`config.mk`:
```
export PLATFORM = sky130hd
export DESIGN_NAME = pipe_hazard_ctrl_flat
export DESIGN_NICKNAME = d
export VERILOG_FILES = /design/src/rtl/pipe_hazard_ctrl_if.sv /design/src/rtl/pipe_hazard_ctrl.sv /design/src/flat_wrapper.sv
export SDC_FILE = /design/constraint.sdc
export NUM_CORES = 1
export LEC_CHECK = 0
export ABC_AREA = 1
export CORE_MARGIN = 2
export CORE_UTILIZATION = 41
export CTS_CLUSTER_DIAMETER = 200
export CTS_CLUSTER_SIZE = 10
export DETAILED_ROUTE_END_ITERATION = 6
export HOLD_SLACK_MARGIN = 0.15
export MAX_ROUTING_LAYER = met4
export PLACE_DENSITY = 0.78
export SLEW_MARGIN = 20
export SYNTH_ARGS = -nofsm -noshare
export SYNTH_HDL_FRONTEND = slang
export SYNTH_SLANG_ARGS = --single-unit
```
`constraint.sdc`:
```
create_clock -name clk -period 2.35 [get_ports clk]
set_clock_uncertainty 0.1 [all_clocks]
set_input_delay 0.47 -clock clk [delete_from_list [all_inputs] [get_ports clk]]
set_output_delay 0.47 -clock clk [all_outputs]
set_load 0.03 [all_outputs]
```
`src/rtl/pipe_hazard_ctrl_if.sv`:
```
// Hazard controller bundle: pipeline status into the sequencer, stall/flush controls back out.
// Combinational only; no handshake and no backpressure of its own.
interface pipe_hazard_ctrl_if;
    logic [4:0] rs1_id;
    logic [4:0] rs2_id;
    logic       rs1_used_id;
    logic       rs2_used_id;
    logic [4:0] rd_ex;
    logic       mem_read_ex;
    logic       redirect_ex;
    logic       mdu_start_ex;
    logic       imem_ready;
    logic       dmem_req_mem;
    logic       dmem_ready;
    logic       stall_if;
    logic       stall_id;
    logic       flush_id;
    logic       stall_ex;
    logic       flush_ex;
    logic       flush_mem;
    logic       mdu_busy;
    logic       mdu_done;

    modport master (
        output rs1_id, rs2_id, rs1_used_id, rs2_used_id, rd_ex, mem_read_ex,
               redirect_ex, mdu_start_ex, imem_ready, dmem_req_mem, dmem_ready,
        input  stall_if, stall_id, flush_id, stall_ex, flush_ex, flush_mem,
               mdu_busy, mdu_done
    );

    modport slave (
        input  rs1_id, rs2_id, rs1_used_id, rs2_used_id, rd_ex, mem_read_ex,
               redirect_ex, mdu_start_ex, imem_ready, dmem_req_mem, dmem_ready,
        output stall_if, stall_id, flush_id, stall_ex, flush_ex, flush_mem,
               mdu_busy, mdu_done
    );
endinterface

```
`src/rtl/pipe_hazard_ctrl.sv`:
```
// Stall/flush sequencer for the 5-stage pipeline; outputs are combinational from state and inputs.
// An MDU op occupies EX for MDU_LATENCY cycles; a data-memory wait freezes the whole sequencer.
module pipe_hazard_ctrl #(
    parameter int MDU_LATENCY = 4,
    parameter int CNT_W       = 4
) (
    input logic           clk,
    input logic           rst_n,
    pipe_hazard_ctrl_if.slave hz
);
    typedef enum logic {S_RUN, S_MDU} state_t;

    localparam logic [CNT_W-1:0] CNT_INIT = CNT_W'(MDU_LATENCY - 2);

    state_t           state;
    logic [CNT_W-1:0] cnt;
    logic             drop_fetch;

    logic freeze, mdu_stall, mdu_last, load_use, take_redirect, drop_now;
    logic stall_if_c, stall_id_c, flush_id_c, stall_ex_c, flush_ex_c, flush_mem_c, mdu_done_c;

    always_comb begin
        freeze        = hz.dmem_req_mem & ~hz.dmem_ready;
        mdu_stall     = ((state == S_RUN) & hz.mdu_start_ex) | ((state == S_MDU) & (cnt != '0));
        mdu_last      = (state == S_MDU) & (cnt == '0);
        load_use      = hz.mem_read_ex & (hz.rd_ex != 5'd0) &
                        ((hz.rs1_used_id & (hz.rs1_id == hz.rd_ex)) |
                         (hz.rs2_used_id & (hz.rs2_id == hz.rd_ex)));
        take_redirect = ~freeze & ~mdu_stall & ~mdu_last & hz.redirect_ex;

        stall_if_c  = 1'b0;
        stall_id_c  = 1'b0;
        flush_id_c  = 1'b0;
        stall_ex_c  = 1'b0;
        flush_ex_c  = 1'b0;
        flush_mem_c = 1'b0;
        mdu_done_c  = 1'b0;

        if (freeze) begin
            stall_if_c = 1'b1;
            stall_id_c = 1'b1;
            stall_ex_c = 1'b1;
        end else if (mdu_stall) begin
            stall_if_c  = 1'b1;
            stall_id_c  = 1'b1;
            stall_ex_c  = 1'b1;
            flush_mem_c = 1'b1;
        end else if (mdu_last) begin
            mdu_done_c = 1'b1;
        end else if (hz.redirect_ex) begin
            flush_id_c = 1'b1;
            flush_ex_c = 1'b1;
        end else if (load_use) begin
            stall_if_c = 1'b1;
            stall_id_c = 1'b1;
            flush_ex_c = 1'b1;
        end else if (!hz.imem_ready) begin
            stall_if_c = 1'b1;
            flush_id_c = 1'b1;
        end

        // The wrong-path fetch is only discarded in a cycle where IF/ID is free to load;
        // while ID is held the fetch is replayed and dropped later.
        drop_now = drop_fetch & hz.imem_ready & ~freeze & ~stall_id_c;
        if (drop_now) begin
            flush_id_c = 1'b1;
            stall_if_c = 1'b0;
        end
    end

    assign hz.stall_if  = stall_if_c;
    assign hz.stall_id  = stall_id_c;
    assign hz.flush_id  = flush_id_c;
    assign hz.stall_ex  = stall_ex_c;
    assign hz.flush_ex  = flush_ex_c;
    assign hz.flush_mem = flush_mem_c;
    assign hz.mdu_done  = mdu_done_c;
    assign hz.mdu_busy  = (state == S_MDU);

    always_ff @(posedge clk or negedge rst_n) begin
        if (!rst_n) begin
            state      <= S_RUN;
            cnt        <= '0;
            drop_fetch <= 1'b0;
        end else if (!freeze) begin
            case (state)
                S_RUN: begin
                    if (hz.mdu_start_ex) begin
                        state <= S_MDU;
                        cnt   <= CNT_INIT;
                    end
                end
                S_MDU: begin
                    if (cnt == '0) begin
                        state <= S_RUN;
                    end else begin
                        cnt <= cnt - CNT_W'(1);
                    end
                end
                default: state <= S_RUN;
            endcase

            if (take_redirect & ~hz.imem_ready) begin
                drop_fetch <= 1'b1;
            end else if (drop_now) begin
                drop_fetch <= 1'b0;
            end
        end
    end
endmodule

```
`src/flat_wrapper.sv`:
```
// flat-port wrapper written by rule: the top's interface ports become plain ports
module pipe_hazard_ctrl_flat 
#(
    parameter int MDU_LATENCY = 4,
    parameter int CNT_W       = 4
)
  (clk, rst_n, hz_rs1_id, hz_rs2_id, hz_rs1_used_id, hz_rs2_used_id, hz_rd_ex, hz_mem_read_ex, hz_redirect_ex, hz_mdu_start_ex, hz_imem_ready, hz_dmem_req_mem, hz_dmem_ready, hz_stall_if, hz_stall_id, hz_flush_id, hz_stall_ex, hz_flush_ex, hz_flush_mem, hz_mdu_busy, hz_mdu_done);
  pipe_hazard_ctrl_if hz_i ();
  input logic clk;
  input logic rst_n;
  input wire logic [$bits(hz_i.rs1_id)-1:0] hz_rs1_id;
  input wire logic [$bits(hz_i.rs2_id)-1:0] hz_rs2_id;
  input wire logic [$bits(hz_i.rs1_used_id)-1:0] hz_rs1_used_id;
  input wire logic [$bits(hz_i.rs2_used_id)-1:0] hz_rs2_used_id;
  input wire logic [$bits(hz_i.rd_ex)-1:0] hz_rd_ex;
  input wire logic [$bits(hz_i.mem_read_ex)-1:0] hz_mem_read_ex;
  input wire logic [$bits(hz_i.redirect_ex)-1:0] hz_redirect_ex;
  input wire logic [$bits(hz_i.mdu_start_ex)-1:0] hz_mdu_start_ex;
  input wire logic [$bits(hz_i.imem_ready)-1:0] hz_imem_ready;
  input wire logic [$bits(hz_i.dmem_req_mem)-1:0] hz_dmem_req_mem;
  input wire logic [$bits(hz_i.dmem_ready)-1:0] hz_dmem_ready;
  output wire logic [$bits(hz_i.stall_if)-1:0] hz_stall_if;
  output wire logic [$bits(hz_i.stall_id)-1:0] hz_stall_id;
  output wire logic [$bits(hz_i.flush_id)-1:0] hz_flush_id;
  output wire logic [$bits(hz_i.stall_ex)-1:0] hz_stall_ex;
  output wire logic [$bits(hz_i.flush_ex)-1:0] hz_flush_ex;
  output wire logic [$bits(hz_i.flush_mem)-1:0] hz_flush_mem;
  output wire logic [$bits(hz_i.mdu_busy)-1:0] hz_mdu_busy;
  output wire logic [$bits(hz_i.mdu_done)-1:0] hz_mdu_done;
  assign hz_i.rs1_id = hz_rs1_id;
  assign hz_i.rs2_id = hz_rs2_id;
  assign hz_i.rs1_used_id = hz_rs1_used_id;
  assign hz_i.rs2_used_id = hz_rs2_used_id;
  assign hz_i.rd_ex = hz_rd_ex;
  assign hz_i.mem_read_ex = hz_mem_read_ex;
  assign hz_i.redirect_ex = hz_redirect_ex;
  assign hz_i.mdu_start_ex = hz_mdu_start_ex;
  assign hz_i.imem_ready = hz_imem_ready;
  assign hz_i.dmem_req_mem = hz_dmem_req_mem;
  assign hz_i.dmem_ready = hz_dmem_ready;
  assign hz_stall_if = hz_i.stall_if;
  assign hz_stall_id = hz_i.stall_id;
  assign hz_flush_id = hz_i.flush_id;
  assign hz_stall_ex = hz_i.stall_ex;
  assign hz_flush_ex = hz_i.flush_ex;
  assign hz_flush_mem = hz_i.flush_mem;
  assign hz_mdu_busy = hz_i.mdu_busy;
  assign hz_mdu_done = hz_i.mdu_done;
  pipe_hazard_ctrl #(.MDU_LATENCY(MDU_LATENCY), .CNT_W(CNT_W)) u_core (.clk(clk), .rst_n(rst_n), .hz(hz_i));
endmodule
```
# --- Word-level counts from Yosys, hierarchy flattened ---
# Index checks and enable logic that the tools add are counted.
word_totals:
  output_inout_bits: 8
  in_bits: 25
  ff_bits: 6
classes:
  n_eq_ne: 4
  n_addsub: 1
  n_reduce_logical: 6
  bitwise_logic: 24
  mux: 36
ops:
  columns: ["operator", "count"]
  rows:
  - ["$mux W1", 32]
  - ["$and A1 B1 Y1", 15]
  - ["$eq A5 B5 Y1", 2]
  - ["$mux W4", 2]
  - ["$pmux W4 S2", 1]
  - ["$not A1 Y1", 7]
  - ["$reduce_bool A5 Y1", 1]
  - ["$logic_not A4 Y1", 1]
  - ["$ne A2 B2 Y1 const B", 2]
  - ["$reduce_bool A4 Y1", 1]
  - ["$sub A4 B1 Y4 const B", 1]
  - ["$reduce_and A3 Y1", 1]
  - ["$or A1 B1 Y1", 2]
  - ["$pmux W1 S2", 1]
  - ["$reduce_and A2 Y1", 1]
  - ["$reduce_bool A2 Y1", 1]

# --- Logic depth before layout (Yosys ltp) ---
# Gate-level depths: netlist of the first run.
logic_depth:
  ltp_word: 13
  mapped_depth: 10
  ltp_nobuf: 10

# --- Worst setup path before layout of the first run ---
# Ideal clock, no wire load.
synth_path:
  path_kind: "input -> output"
  start: "input port hz_rd_ex[4]"
  end: "output port hz_flush_ex"
  arrival_time_ns: 1.377
  stages: 8
  setup_slack_ns: 0.403
  n_path_buf: 0
  required_ns: 1.780
  cell_sequence: "inv_1 > nand2_1 > nand2_1 > nor2_1 > nand3_1 > nand2_1 > nand2_1 > a21oi_1"
synth_between:
  elab_chain_cells: 9
  word_cells_on_any_way: 13
synth_lines:
  columns: ["element", "line_no", "text"]
  rows:
  - ["start, declared", "flat_wrapper.sv:15", "input wire logic [$bits(hz_i.rd_ex)-1:0] hz_rd_ex;"]
  - ["$eq A5 B5 Y1, on equally long branches", "pipe_hazard_ctrl.sv:27, pipe_hazard_ctrl.sv:28", null]
  - ["$and A1 B1 Y1, on equally long branches", "pipe_hazard_ctrl.sv:27, pipe_hazard_ctrl.sv:28", null]
  - ["$or A1 B1 Y1", "pipe_hazard_ctrl.sv:27", "((hz.rs1_used_id & (hz.rs1_id == hz.rd_ex)) |"]
  - ["$and A1 B1 Y1 *", "pipe_hazard_ctrl.sv:26", "load_use = hz.mem_read_ex & (hz.rd_ex != 5'd0) &"]
  - ["$mux W1 *", "pipe_hazard_ctrl.sv:53", "end else if (load_use) begin"]
  - ["$mux W1 *", "pipe_hazard_ctrl.sv:50", "end else if (hz.redirect_ex) begin"]
  - ["$mux W1 *", "pipe_hazard_ctrl.sv:48", "end else if (mdu_last) begin"]
  - ["$mux W1 *", "pipe_hazard_ctrl.sv:43", "end else if (mdu_stall) begin"]
  - ["$mux W1 *", "pipe_hazard_ctrl.sv:39", "if (freeze) begin"]
  - ["end, declared", "flat_wrapper.sv:26", "output wire logic [$bits(hz_i.flush_ex)-1:0] hz_flush_ex;"]
# Mark *: on every way between the ends. The rest lies on a longest branch, timed or not.

# --- Worst setup path in the final report of the first run ---
layout_path:
  start: "input port hz_rs2_used_id"
  end: "output port hz_flush_id"
layout_between:
  elab_chain_cells: 11
  word_cells_on_any_way: 16
layout_lines:
  columns: ["element", "line_no", "text"]
  rows:
  - ["start, declared", "flat_wrapper.sv:14", "input wire logic [$bits(hz_i.rs2_used_id)-1:0] hz_rs2_used_id;"]
  - ["$and A1 B1 Y1 *", "pipe_hazard_ctrl.sv:28", "(hz.rs2_used_id & (hz.rs2_id == hz.rd_ex)));"]
  - ["$or A1 B1 Y1 *", "pipe_hazard_ctrl.sv:27", null]
  - ["$and A1 B1 Y1 *", "pipe_hazard_ctrl.sv:26", null]
  - ["$mux W1", "pipe_hazard_ctrl.sv:53", null]
  - ["$mux W1", "pipe_hazard_ctrl.sv:50", null]
  - ["$mux W1", "pipe_hazard_ctrl.sv:48", null]
  - ["$mux W1", "pipe_hazard_ctrl.sv:43", null]
  - ["$mux W1", "pipe_hazard_ctrl.sv:39", null]
  - ["$not A1 Y1", "pipe_hazard_ctrl.sv:64", "drop_now = drop_fetch & hz.imem_ready & ~freeze & ~stall_id_c;"]
  - ["$and A1 B1 Y1", "pipe_hazard_ctrl.sv:64", null]
  - ["$mux W1 *", "pipe_hazard_ctrl.sv:65", "if (drop_now) begin"]
  - ["end, declared", "flat_wrapper.sv:24", "output wire logic [$bits(hz_i.flush_id)-1:0] hz_flush_id;"]
# Marked as above.

==> flow_metrics.py, run 1 <==
metrics = {
    "run_status": {
        "run_status": "finished, final reports clean",
    },
    "critical_path": {
        "critical_path.n_buffers_inverters": 2,
        "timing.critical_path.required_ps": 1780,
        "logic_depth_of_the_worst_setup_path_including_buffers": 9,
        "critical-path-max-stage-delay_ps": 450,
        "timing.reg2reg.worst_path_depth": 10,
        "critical_path.endpoint_type": "output pin",
        "cp_slowest_cell": "sky130_fd_sc_hd__clkdlybuf4s50_1",
        "critical_path.startpoint_type": "input port",
        "path_cells": "clkdlybuf4s50_1 > nand2_1 > nor2_1 > nand3_1 > nand2_2 > nand2_2 > a21oi_2 > nand2_1 > buf_6",
        "path_class": "in2out",
        "worstPathMaxFanout": 2,
        "cp.arrival_ps": 1680,
        "timing.critical_path.max_delay_family": "buffers and inverters",
    },
    "cts": {
        "clk_path_buf_depth": 2,
        "h_tree_levels": 1,
        "clkTransAtPathRegs_ps": 40,
        "worst_skew_pair.late_latency_ps": 230,
        "tritoncts": "yes",
        "tritoncts.num_buffers": 3,
        "cts_root_buffer": "sky130_fd_sc_hd__clkbuf_4",
        "postCtsSetupRepairBufs": 0,
        "tritoncts_num_sinks": 6,
    },
    "global_route": {
        "number_of_global_route_vias_before_repair": 666,
        "grt_first_pass_wirelength_mm": 2.59,
        "grt_antenna_before_repair": 0,
        "grt_max_degree": 8,
        "total_track_usage_pct": 17.9,
        "globalRoute.totalOverflow": 0,
    },
    "place": {
        "gp_congestion": 0.812,
        "input_output_buffers": 32,
        "hpwlAfterDp_mm": 1.30,
        "placed_area_sq_um": 982,
    },
    "finish": {
        "final_design_area_no_fill_sq_um": 1050,
        "areaGrowthSynthToFinish_pct": 64.1,
        "antenna_cells": 0,
        "post_route_cells_drive_above_1_share_pct": 17.2,
        "nets": 180,
    },
    "route": {
        "number_of_design_rule_violations_left_after_detail_routing": 0,
        "vias": 793,
        "drt_iter0_markers": 11,
        "routed_wire_length_per_instance_um": 10.1,
        "firstDrtPassIters": 4,
        "route.final.wire_length_mm": 1.69,
        "post_drt_via_cell_ratio": 4.75,
        "postRouteAntennaNets": 0,
    },
    "yosys": {
        "synth_commonest_cells": "sky130_fd_sc_hd__nand2_1 (41), sky130_fd_sc_hd__inv_1 (25), sky130_fd_sc_hd__nor2_1 (15)",
        "synth.yosys.seq_area_share_pct": 23.4,
        "postSynthAreaPerCell_sq_um": 5.63,
        "synth.area.top_cells": "sky130_fd_sc_hd__nand2_1 (24%), sky130_fd_sc_hd__dfrtp_1 (23%), sky130_fd_sc_hd__inv_1 (15%)",
        "syn_nets": 141,
        "netlist-cell-type-count": 20,
        "synth_flop_cell": "sky130_fd_sc_hd__dfrtp_1",
        "synth_cells": 114,
        "synthArstFlopShare_pct": 100,
        "synth_edf_count": 0,
        "yosys_warnings": 0,
        "mappedNetlistArea_sq_um": 642,
        "postSynthRegisterBits": 6,
        "synth_largest_area_cell": "sky130_fd_sc_hd__nand2_1",
        "post-synth-top-count-cell": "sky130_fd_sc_hd__nand2_1",
        "yosys.area.top_type_share_pct": 24.0,
    },
    "sta": {
        "setup_violations": 0,
        "fmax_mhz": 445,
        "final.min_clock_period_ps": 2250,
        "max-slew-margin-rel_pct": 79.8,
        "drv_slew": 0,
        "report.final.hold_viol_count": 0,
        "fin_worst_hold_slack_ps": 386,
        "tightestPinTransition_ps": 302,
        "timing.final.crit_share_pct": 95.6,
        "totalNegativeSetupSlack_ps": 0,
    },
    "floorplanning": {
        "coreArea_sq_um": 1490,
        "row_count": 14,
        "top_level_ports": 33,
        "design.die.area_sq_um": 1900,
        "die_x_um": 43.6,
        "die_y_um": 43.6,
        "start_util_pct": 43.1,
    },
    "job": {
        "maxCapViolCount": 0,
    },
    "worst_hold_path": {
        "hold_path_class": "in2async",
    },
    "power": {
        "power.density_cell_area_nw_per_um2": 761,
        "totalPowerFinal_mw": 0.802,
        "standby_leakage_power_nw": 0.680,
        "worst_ir_drop_vdd_uv": 481,
    },
}
## layout make-up
cell class	instances	area, sq um
Inverter	27	104
Timing Repair Buffer	34	344
Multi-Input combinational cell	81	413
Sequential cell	6	150
Clock buffer	3	22.5
Fill cell	130	435
Tap cell	16	20.0
## cells in the final DEF (no fill, tap or decap)
cell                              instances
sky130_fd_sc_hd__a21oi_2                  2
sky130_fd_sc_hd__a31oi_1                  1
sky130_fd_sc_hd__buf_4                    7
sky130_fd_sc_hd__buf_6                    1
sky130_fd_sc_hd__clkbuf_4                 3
sky130_fd_sc_hd__clkdlybuf4s50_1          9
sky130_fd_sc_hd__dfrtp_1                  6
sky130_fd_sc_hd__dlygate4sd2_1            6
sky130_fd_sc_hd__dlymetal6s2s_1          11
sky130_fd_sc_hd__ha_1                     2
sky130_fd_sc_hd__inv_1                   24
sky130_fd_sc_hd__inv_2                    2
sky130_fd_sc_hd__inv_4                    1
sky130_fd_sc_hd__nand2_1                 39
sky130_fd_sc_hd__nand2_2                  2
sky130_fd_sc_hd__nand2_4                  1
sky130_fd_sc_hd__nand3_1                  5
sky130_fd_sc_hd__nand3_2                  3
sky130_fd_sc_hd__nor2_1                  14
sky130_fd_sc_hd__nor2_2                   2
sky130_fd_sc_hd__nor3_1                   1
sky130_fd_sc_hd__o211ai_1                 1
sky130_fd_sc_hd__o21ai_0                  3
sky130_fd_sc_hd__o21ai_2                  1
sky130_fd_sc_hd__o31ai_1                  1
sky130_fd_sc_hd__o31ai_2                  1
sky130_fd_sc_hd__xnor2_1                  2
## through the flow
step,util (%),std cells,setup WS (ps)
final,70.8,167,103
after global routing,70.8,167,-30.0
after CTS,67.0,167,-12.5
after detailed placement,66.0,164,-75.9
after global placement,66.0,164,-76.6
after floorplan,-,114,403
## routing by layer
layer / global-route usage (%) / vias up / part of all wire [%]
met5: - / - / 0
met4: 3.64 / 0 / 0
met3: 1.67 / 0 / 5.9
met2: 29.1 / 26 / 50
met1: 24.2 / 351 / 44
li1: - / 416 / -
## registers in the layout, summed over array words and instances (netlist names)
register            flops
u_core.hz.mdu_busy      1
u_core.cnt              4
u_core.drop_fetch       1
## cell families after synthesis
group | Yosys count | synth area share, %
buf+inv | 27 | 16.2
xor+xnor | 2 | 2.73
fa+ha+maj | 2 | 3.90
simple gates | 67 | 43.3
flops | 6 | 23.4
compound gates | 10 | 10.5
## where the power goes
part	leakage [nW]	switching [mW]	internal, mW
Sequential	0.0738	0.0404	0.145
Clock	0.0138	0.0316	0.0574
Combinational	0.593	0.316	0.212
Total	0.680	0.388	0.414
## path summary, 6_finish.rpt
path | startpoint | end | slack [ps]
max in group asynchronous | rst_n | u_core.cnt[0] | 1540
min | rst_n | u_core.cnt[3] | 390
max | hz_rs2_used_id | hz_flush_id | 100
min reg2reg | u_core.drop_fetch | u_core.drop_fetch | 390
min in group clk | u_core.drop_fetch | u_core.drop_fetch | 390
max reg2reg | u_core.cnt[0] | u_core.drop_fetch | 720
## worst register-to-register path, delay by kind of cell (launching register included)
kind	cells	cell delay [ps]
adder cells (fa/ha/maj)	1	200
buffers and inverters	2	250
AO/OA/AOI/OAI	1	80
flip-flops	1	370
AND/OR/NAND/NOR	6	520
## what timing repair did
| action | in CTS | in global routing |
|---|---|---|
| gates resized for setup | 6 | 20 |
| gates cloned | 0 | 0 |
| hold buffers | 0 | 0 |
| pin swaps | 0 | 12 |
| endpoints found under the setup margin | 4 | 4 |
(Power assumes the default switching activity.)
==> run 2: changes to the inputs <==
--- a/config.mk
+++ b/config.mk
@@ -5,15 +5,15 @@
 export SDC_FILE = /design/constraint.sdc
 export NUM_CORES = 1
 export LEC_CHECK = 0
-export ABC_AREA = 1
+export ABC_AREA = 0
 export CORE_MARGIN = 2
-export CORE_UTILIZATION = 41
+export CORE_UTILIZATION = 36
 export CTS_CLUSTER_DIAMETER = 200
 export CTS_CLUSTER_SIZE = 10
 export DETAILED_ROUTE_END_ITERATION = 6
 export HOLD_SLACK_MARGIN = 0.15
 export MAX_ROUTING_LAYER = met4
-export PLACE_DENSITY = 0.78
+export PLACE_DENSITY = 0.73
 export SLEW_MARGIN = 20
 export SYNTH_ARGS = -nofsm -noshare
 export SYNTH_HDL_FRONTEND = slang
==> constraint.sdc (replaced) <==
create_clock -name clk -period 2.1 [get_ports clk]
set_clock_uncertainty 0.1 [all_clocks]
set_input_delay 0.42 -clock clk [delete_from_list [all_inputs] [get_ports clk]]
set_output_delay 0.42 -clock clk [all_outputs]
set_load 0.03 [all_outputs]
==> run 2 against run 1 <==
Compared with the run above: the flow now finishes with violations (setup timing); wire length rose by 11%; clock power rose by 15%; global-route usage rose by 4.1 points; critical path depth fell by 2; critical endpoint unchanged.
==> flow_metrics.py, run 2 <==
metrics = {
    "critical_path": {
        "path_cells": "buf_6 > or4_4 > o21ai_4 > nor3_4 > a21oi_4 > a31o_2 > buf_6",
        "path_common_cell": "sky130_fd_sc_hd__buf_6",
        "worstPathMaxFanout": 3,
        "timing.critical_path.required_ps": 1580,
        "cp_slowest_cell": "sky130_fd_sc_hd__or4_4",
        "critical_path.startpoint_type": "input port",
        "critical_path.endpoint_type": "output pin",
        "reg2reg_slack_ps": 120,
        "cp.arrival_ps": 1790,
        "path_class": "in2out",
        "critical-path-max-stage-delay_ps": 530,
    },
    "floorplanning": {
        "coreArea_sq_um": 1470,
        "top_level_ports": 33,
        "row_count": 14,
        "design.die.area_sq_um": 1880,
        "die_x_um": 43.4,
        "die_y_um": 43.4,
        "start_util_pct": 37.9,
    },
    "job": {
        "maxCapViolCount": 0,
    },
    "sta": {
        "max-slew-margin-rel_pct": 79.0,
        "setup_violations": 5,
        "final.min_clock_period_ps": 2310,
        "fmax_mhz": 433,
        "fin_worst_hold_slack_ps": 324,
        "totalNegativeSetupSlack_ps": -836,
        "report.final.hold_viol_count": 0,
        "tightestPinTransition_ps": 313,
        "grt_setup_unrepaired": "yes",
        "layout_setup_ws_ps": -211,
        "timing.final.crit_share_pct": 110,
        "drv_slew": 0,
    },
    "route": {
        "vias": 726,
        "routed_wire_length_per_instance_um": 13.2,
        "number_of_design_rule_violations_left_after_detail_routing": 0,
        "postRouteAntennaNets": 0,
        "post_drt_via_cell_ratio": 5.11,
        "firstDrtPassIters": 4,
        "drt_iter0_markers": 6,
        "route.final.wire_length_mm": 1.88,
    },
    "yosys": {
        "post-synth-top-count-cell": "sky130_fd_sc_hd__xnor2_1",
        "syn_nets": 92,
        "synth.yosys.seq_area_share_pct": 26.9,
        "synth_largest_area_cell": "sky130_fd_sc_hd__dfrtp_1",
        "synthArstFlopShare_pct": 100,
        "postSynthAreaPerCell_sq_um": 8.59,
        "postSynthRegisterBits": 6,
        "synth_cells": 65,
        "synth_edf_count": 0,
        "netlist-cell-type-count": 28,
        "yosys.area.top_type_share_pct": 26.9,
        "synth.area.top_cells": "sky130_fd_sc_hd__dfrtp_1 (27%), sky130_fd_sc_hd__xnor2_1 (16%), sky130_fd_sc_hd__ha_1 (4.5%)",
        "synth_commonest_cells": "sky130_fd_sc_hd__xnor2_1 (10), sky130_fd_sc_hd__dfrtp_1 (6), sky130_fd_sc_hd__nand2_1 (6), sky130_fd_sc_hd__nor2_1 (6), sky130_fd_sc_hd__inv_1 (4)",
        "yosys_warnings": 0,
        "mappedNetlistArea_sq_um": 558,
        "synth_flop_cell": "sky130_fd_sc_hd__dfrtp_1",
    },
    "power": {
        "power.density_cell_area_nw_per_um2": 849,
        "worst_ir_drop_vdd_uv": 373,
        "standby_leakage_power_nw": 0.547,
    },
    "finish": {
        "area.sequential_sq_um": 150,
        "areaGrowthSynthToFinish_pct": 119,
        "mostFrequentLayoutCell": "sky130_fd_sc_hd__buf_4",
        "nets": 155,
        "multiInputGateArea_sq_um": 468,
        "num-fill-cells": 90,
        "most-common-layout-cells": "sky130_fd_sc_hd__buf_4 (24), sky130_fd_sc_hd__buf_6 (13), sky130_fd_sc_hd__clkdlybuf4s50_1 (10)",
        "post_route_cells_drive_above_1_share_pct": 53.2,
        "antenna_cells": 0,
        "finalNonFillerCells": 142,
        "largest_register_ffs": 4,
        "final_design_area_no_fill_sq_um": 1220,
        "regMostFlops": "u_core.cnt",
    },
    "global_route": {
        "number_of_global_route_vias_before_repair": 764,
        "grt_antenna_before_repair": 0,
        "globalRoute.totalOverflow": 0,
        "grt_max_degree": 9,
        "total_track_usage_pct": 22.0,
        "grt_first_pass_wirelength_mm": 3.03,
    },
    "cts": {
        "worst_skew_pair.late_latency_ps": 240,
        "cts_root_buffer": "sky130_fd_sc_hd__clkbuf_4",
        "clk_path_buf_depth": 2,
        "h_tree_levels": 1,
        "tritoncts": "yes",
        "clkTransAtPathRegs_ps": 40,
        "tritoncts.num_buffers": 3,
        "tritoncts_num_sinks": 6,
        "ctsHoldBuffers": 0,
    },
    "run_status": {
        "violations": "setup timing",
        "run_status": "complete, but fails checks",
    },
    "place": {
        "input_output_buffers": 32,
        "placed_area_sq_um": 1050,
        "hpwlAfterDp_mm": 1.43,
        "gp_congestion": 0.886,
        "place.detailed.instances": 134,
    },
    "worst_hold_path": {
        "hold_path_class": "in2async",
    },
}
## run 2: cell count changes after synthesis, moves of 3 or more
| cell | previous run | this run |
|---|---|---|
| sky130_fd_sc_hd__nand3_1 | 7 | 0 |
| sky130_fd_sc_hd__inv_1 | 25 | 4 |
| sky130_fd_sc_hd__nor2_1 | 15 | 6 |
| sky130_fd_sc_hd__nand2_1 | 41 | 6 |
| sky130_fd_sc_hd__xnor2_1 | 2 | 10 |
| sky130_fd_sc_hd__nor2b_1 | 0 | 3 |
## run 2: repair_timing
item | 4_1_cts | 5_1_grt
gates cloned | 0 | 0
setup buffers | 2 | 3
gates resized for setup | 62 | 14
pin swaps | 20 | 12
setup endpoints to repair | 6 | 7
## run 2: metrics by stage
step                      worst slack, ps  utilization (%)  total power, mW
after floorplan                     -52.4                -            0.531
after global placement               -898             71.5            0.792
after detailed placement             -956             71.5            0.813
after CTS                            -216             77.5            0.980
after global routing                 -261             82.9             1.11
final                                -211             82.9             1.04
## run 2: final timing paths
path / start / to / cells past startpoint
max in group asynchronous: rst_n / u_core.drop_fetch / 1
hold reg to reg: u_core.drop_fetch / u_core.drop_fetch / 2
setup reg to reg: u_core.cnt[0] / u_core.cnt[1] / 11
hold / removal: rst_n / u_core.cnt[2] / 1
setup / recovery: hz_rd_ex[2] / hz_flush_id / 7
min in group clk: u_core.drop_fetch / u_core.drop_fetch / 2
## run 2: cell families after synthesis
kind of cell / synth area share, %
simple gates: 21.7
flops: 26.9
buf+inv: 7.40
fa+ha+maj: 4.48
compound gates: 19.7
xor+xnor: 15.7
mux: 4.04
## run 2: layout make-up
class                   count  share of cell area, %
inverters                   5                   1.74
clock buffers               3                   1.85
multi-input cells          52                   38.4
well taps                  16                   1.64
repair buffers             60                   44.1
flip-flops and latches      6                   12.3
## run 2: metal layers
metal  track usage (%)  share of wire, %  up-vias
met3              2.50               4.8        2
li1                  -                 -      354
met5                 -                 0        -
met1              24.7                38      340
met4              7.27              0.53        0
met2              40.0                57       30
## run 2: power by group
group          leakage, nW  switching, mW  internal, mW  total (mW)
Sequential          0.0719         0.0274         0.166       0.193
Combinational        0.461          0.335         0.405       0.740
Clock               0.0138         0.0373        0.0644       0.102
## run 2: critical path, delay by kind of cell
kind,cells,cell delay (ps)
buf+inv,2,210
compound gates,3,550
simple gates,2,600
==> run 3: changes to the inputs <==
--- a/config.mk
+++ b/config.mk
@@ -11,9 +11,10 @@
 export CTS_CLUSTER_DIAMETER = 200
 export CTS_CLUSTER_SIZE = 10
 export DETAILED_ROUTE_END_ITERATION = 6
+export GPL_ROUTABILITY_DRIVEN = 0
 export HOLD_SLACK_MARGIN = 0.15
 export MAX_ROUTING_LAYER = met4
-export PLACE_DENSITY = 0.73
+export PLACE_DENSITY = 0.77
 export SLEW_MARGIN = 20
 export SYNTH_ARGS = -nofsm -noshare
 export SYNTH_HDL_FRONTEND = slang
==> constraint.sdc (replaced) <==
create_clock -name clk -period 2.1 [get_ports clk]
set_clock_uncertainty 0.1 [all_clocks]
set_input_delay 0.315 -clock clk [delete_from_list [all_inputs] [get_ports clk]]
set_output_delay 0.315 -clock clk [all_outputs]
set_load 0.03 [all_outputs]
==> run 3 against run 2 <==
Compared with the run above: the run still ends with setup timing left; first-iteration DRC count shrank 83%; critical path depth is 1 higher; via count is 0.14% lower; register-to-register slack worse by 50 ps; global-route usage up 0.25 points; core utilization fell by 3.8 points; cell area decreased by 4.6%; sequential share of layout area up 0.60 points; sequential cell count unchanged; hold slack got worse by 110 ps; clock-buffer cell count unchanged; critical path type is now reg2out.
==> flow_metrics.py, run 3 (synthesis results as in run 2) <==
metrics = {
    "run_status": {
        "run_status": "complete, but fails checks",
        "violations": "setup timing",
    },
    "floorplanning": {
        "top_level_ports": 33,
        "die_x_um": 43.4,
        "coreArea_sq_um": 1470,
        "design.die.area_sq_um": 1880,
        "row_count": 14,
        "start_util_pct": 37.9,
        "die_y_um": 43.4,
    },
    "global_route": {
        "total_track_usage_pct": 22.2,
        "globalRoute.totalOverflow": 0,
        "grt_max_degree": 9,
        "grt_antenna_before_repair": 0,
        "number_of_global_route_vias_before_repair": 741,
        "most_utilized_layer_in_the_global_route_result": "met2",
        "groute.layer.met3.usage_pct": 5.83,
        "grt_first_pass_wirelength_mm": 3.02,
        "global_route.usage.met1_pct": 20.7,
        "global_route_track_usage_on_met2_pct": 42.4,
    },
    "sta": {
        "fmax_mhz": 454,
        "layout_setup_ws_ps": -102,
        "final.min_clock_period_ps": 2200,
        "drv_slew": 0,
        "setup_violations": 3,
        "tightestPinTransition_ps": 301,
        "max-slew-margin-rel_pct": 79.9,
        "timing.final.crit_share_pct": 105,
        "totalNegativeSetupSlack_ps": -202,
        "grt_setup_unrepaired": "yes",
        "report.final.hold_viol_count": 0,
    },
    "cts": {
        "clk_path_buf_depth": 2,
        "tritoncts.num_buffers": 3,
        "h_tree_levels": 1,
        "ctsHoldBuffers": 0,
        "worst_skew_pair.late_latency_ps": 240,
        "cts_root_buffer": "sky130_fd_sc_hd__clkbuf_4",
        "tritoncts": "yes",
        "clkTransAtPathRegs_ps": 50,
        "tritoncts_num_sinks": 6,
    },
    "finish": {
        "nets": 156,
        "areaGrowthSynthToFinish_pct": 109,
        "multiInputGateArea_sq_um": 423,
        "area.sequential_sq_um": 150,
        "most-common-layout-cells": "sky130_fd_sc_hd__buf_4 (29), sky130_fd_sc_hd__xnor2_1 (10), sky130_fd_sc_hd__clkdlybuf4s50_1 (10)",
        "num-fill-cells": 113,
        "mostFrequentLayoutCell": "sky130_fd_sc_hd__buf_4",
        "regMostFlops": "u_core.cnt",
        "antenna_cells": 0,
        "post_route_cells_drive_above_1_share_pct": 48.0,
        "largest_register_ffs": 4,
    },
    "critical_path": {
        "path_cells": "inv_2 > ha_4 > and4bb_4 > buf_6 > buf_6 > or3_4 > inv_4 > buf_6",
        "critical-path-max-stage-delay_ps": 380,
        "path_class": "reg2out",
        "timing.critical_path.max_delay_family": "simple AND/OR/NAND/NOR gates",
        "worstPathMaxFanout": 2,
        "critical_path.startpoint_type": "flip-flop",
        "cp.arrival_ps": 1790,
        "critical_path.endpoint_type": "output pin",
        "cp_slowest_cell": "sky130_fd_sc_hd__or3_4",
        "timing.critical_path.required_ps": 1680,
        "path_common_cell": "sky130_fd_sc_hd__buf_6",
        "critical_path.n_buffers_inverters": 5,
    },
    "route": {
        "postRouteAntennaNets": 0,
        "firstDrtPassIters": 4,
        "post_drt_via_cell_ratio": 5.07,
        "drt_iter0_markers": 1,
        "route.final.wire_length_mm": 1.80,
        "number_of_design_rule_violations_left_after_detail_routing": 0,
        "routed_wire_length_per_instance_um": 12.6,
        "vias": 725,
    },
    "job": {
        "maxCapViolCount": 0,
    },
    "power": {
        "power.density_cell_area_nw_per_um2": 888,
        "standby_leakage_power_nw": 0.549,
        "totalPowerFinal_mw": 1.03,
        "worst_ir_drop_vdd_uv": 396,
    },
    "place": {
        "place_worst_setup_slack_ps": -721,
        "input_output_buffers": 32,
        "hpwlAfterDp_mm": 1.30,
    },
    "worst_hold_path": {
        "hold_path_class": "in2async",
    },
}
[run 3: cell type report]
cell class	instances	area share [%]
Multi-Input combinational cell	52	36.3
Tap cell	16	1.72
Sequential cell	6	12.9
Inverter	5	1.83
Timing Repair Buffer	61	45.3
Clock buffer	3	1.94
[run 3: per-layer routing]
metal | part of all wire (%) | up-vias
li1 | - | 353
met1 | 34 | 333
met2 | 56 | 33
met3 | 7.9 | 6
met4 | 1.6 | 0
met5 | 0 | -
[run 3: repair_timing]
item | CTS | global route
resized for setup | 52 | 11
cloned | 0 | 0
pin swaps | 16 | 9
setup buffers | 7 | 3
endpoints found under the setup margin | 6 | 9
[run 3: stage by stage]
stage          cells  hold slack (ps)  area [sq um]  utilization (%)
2_1_floorplan     65            -80.6           562                -
3_3_place_gp     132              394          1020             69.6
3_5_place_dp     132              397          1020             69.6
4_1_cts          141              228          1130             76.6
5_1_grt          143              240          1160             79.1
6_report         143              210          1160             79.1
[run 3: path summary, 6_finish.rpt]
kind                                        start                end  slack, ps  depth (start not counted)
worst max-delay path                u_core.cnt[0]       hz_flush_mem       -100                          8
worst min-delay path                        rst_n      u_core.cnt[3]        210                          1
worst max register to register      u_core.cnt[0]      u_core.cnt[2]         70                         10
worst min register to register  u_core.drop_fetch  u_core.drop_fetch        410                          2
max in group asynchronous                   rst_n      u_core.cnt[0]       1470                          1
min in group clk                u_core.drop_fetch  u_core.drop_fetch        410                          2
[run 3: worst reg2reg max path, cell delays in order (launching register included)]
cell                       delay, ps
sky130_fd_sc_hd__dfrtp_1         350
sky130_fd_sc_hd__inv_2            60
sky130_fd_sc_hd__ha_4            150
sky130_fd_sc_hd__and4bb_4        190
sky130_fd_sc_hd__buf_6           120
sky130_fd_sc_hd__buf_6           100
sky130_fd_sc_hd__or3_4           380
sky130_fd_sc_hd__buf_4           170
sky130_fd_sc_hd__nor2_1           70
sky130_fd_sc_hd__mux2_2          150
sky130_fd_sc_hd__a22o_2          130
[run 3: where the power goes]
| group | internal, mW | switching (mW) |
|---|---|---|
| Sequential | 0.166 | 0.0269 |
| Combinational | 0.409 | 0.325 |
| Clock | 0.0646 | 0.0415 |
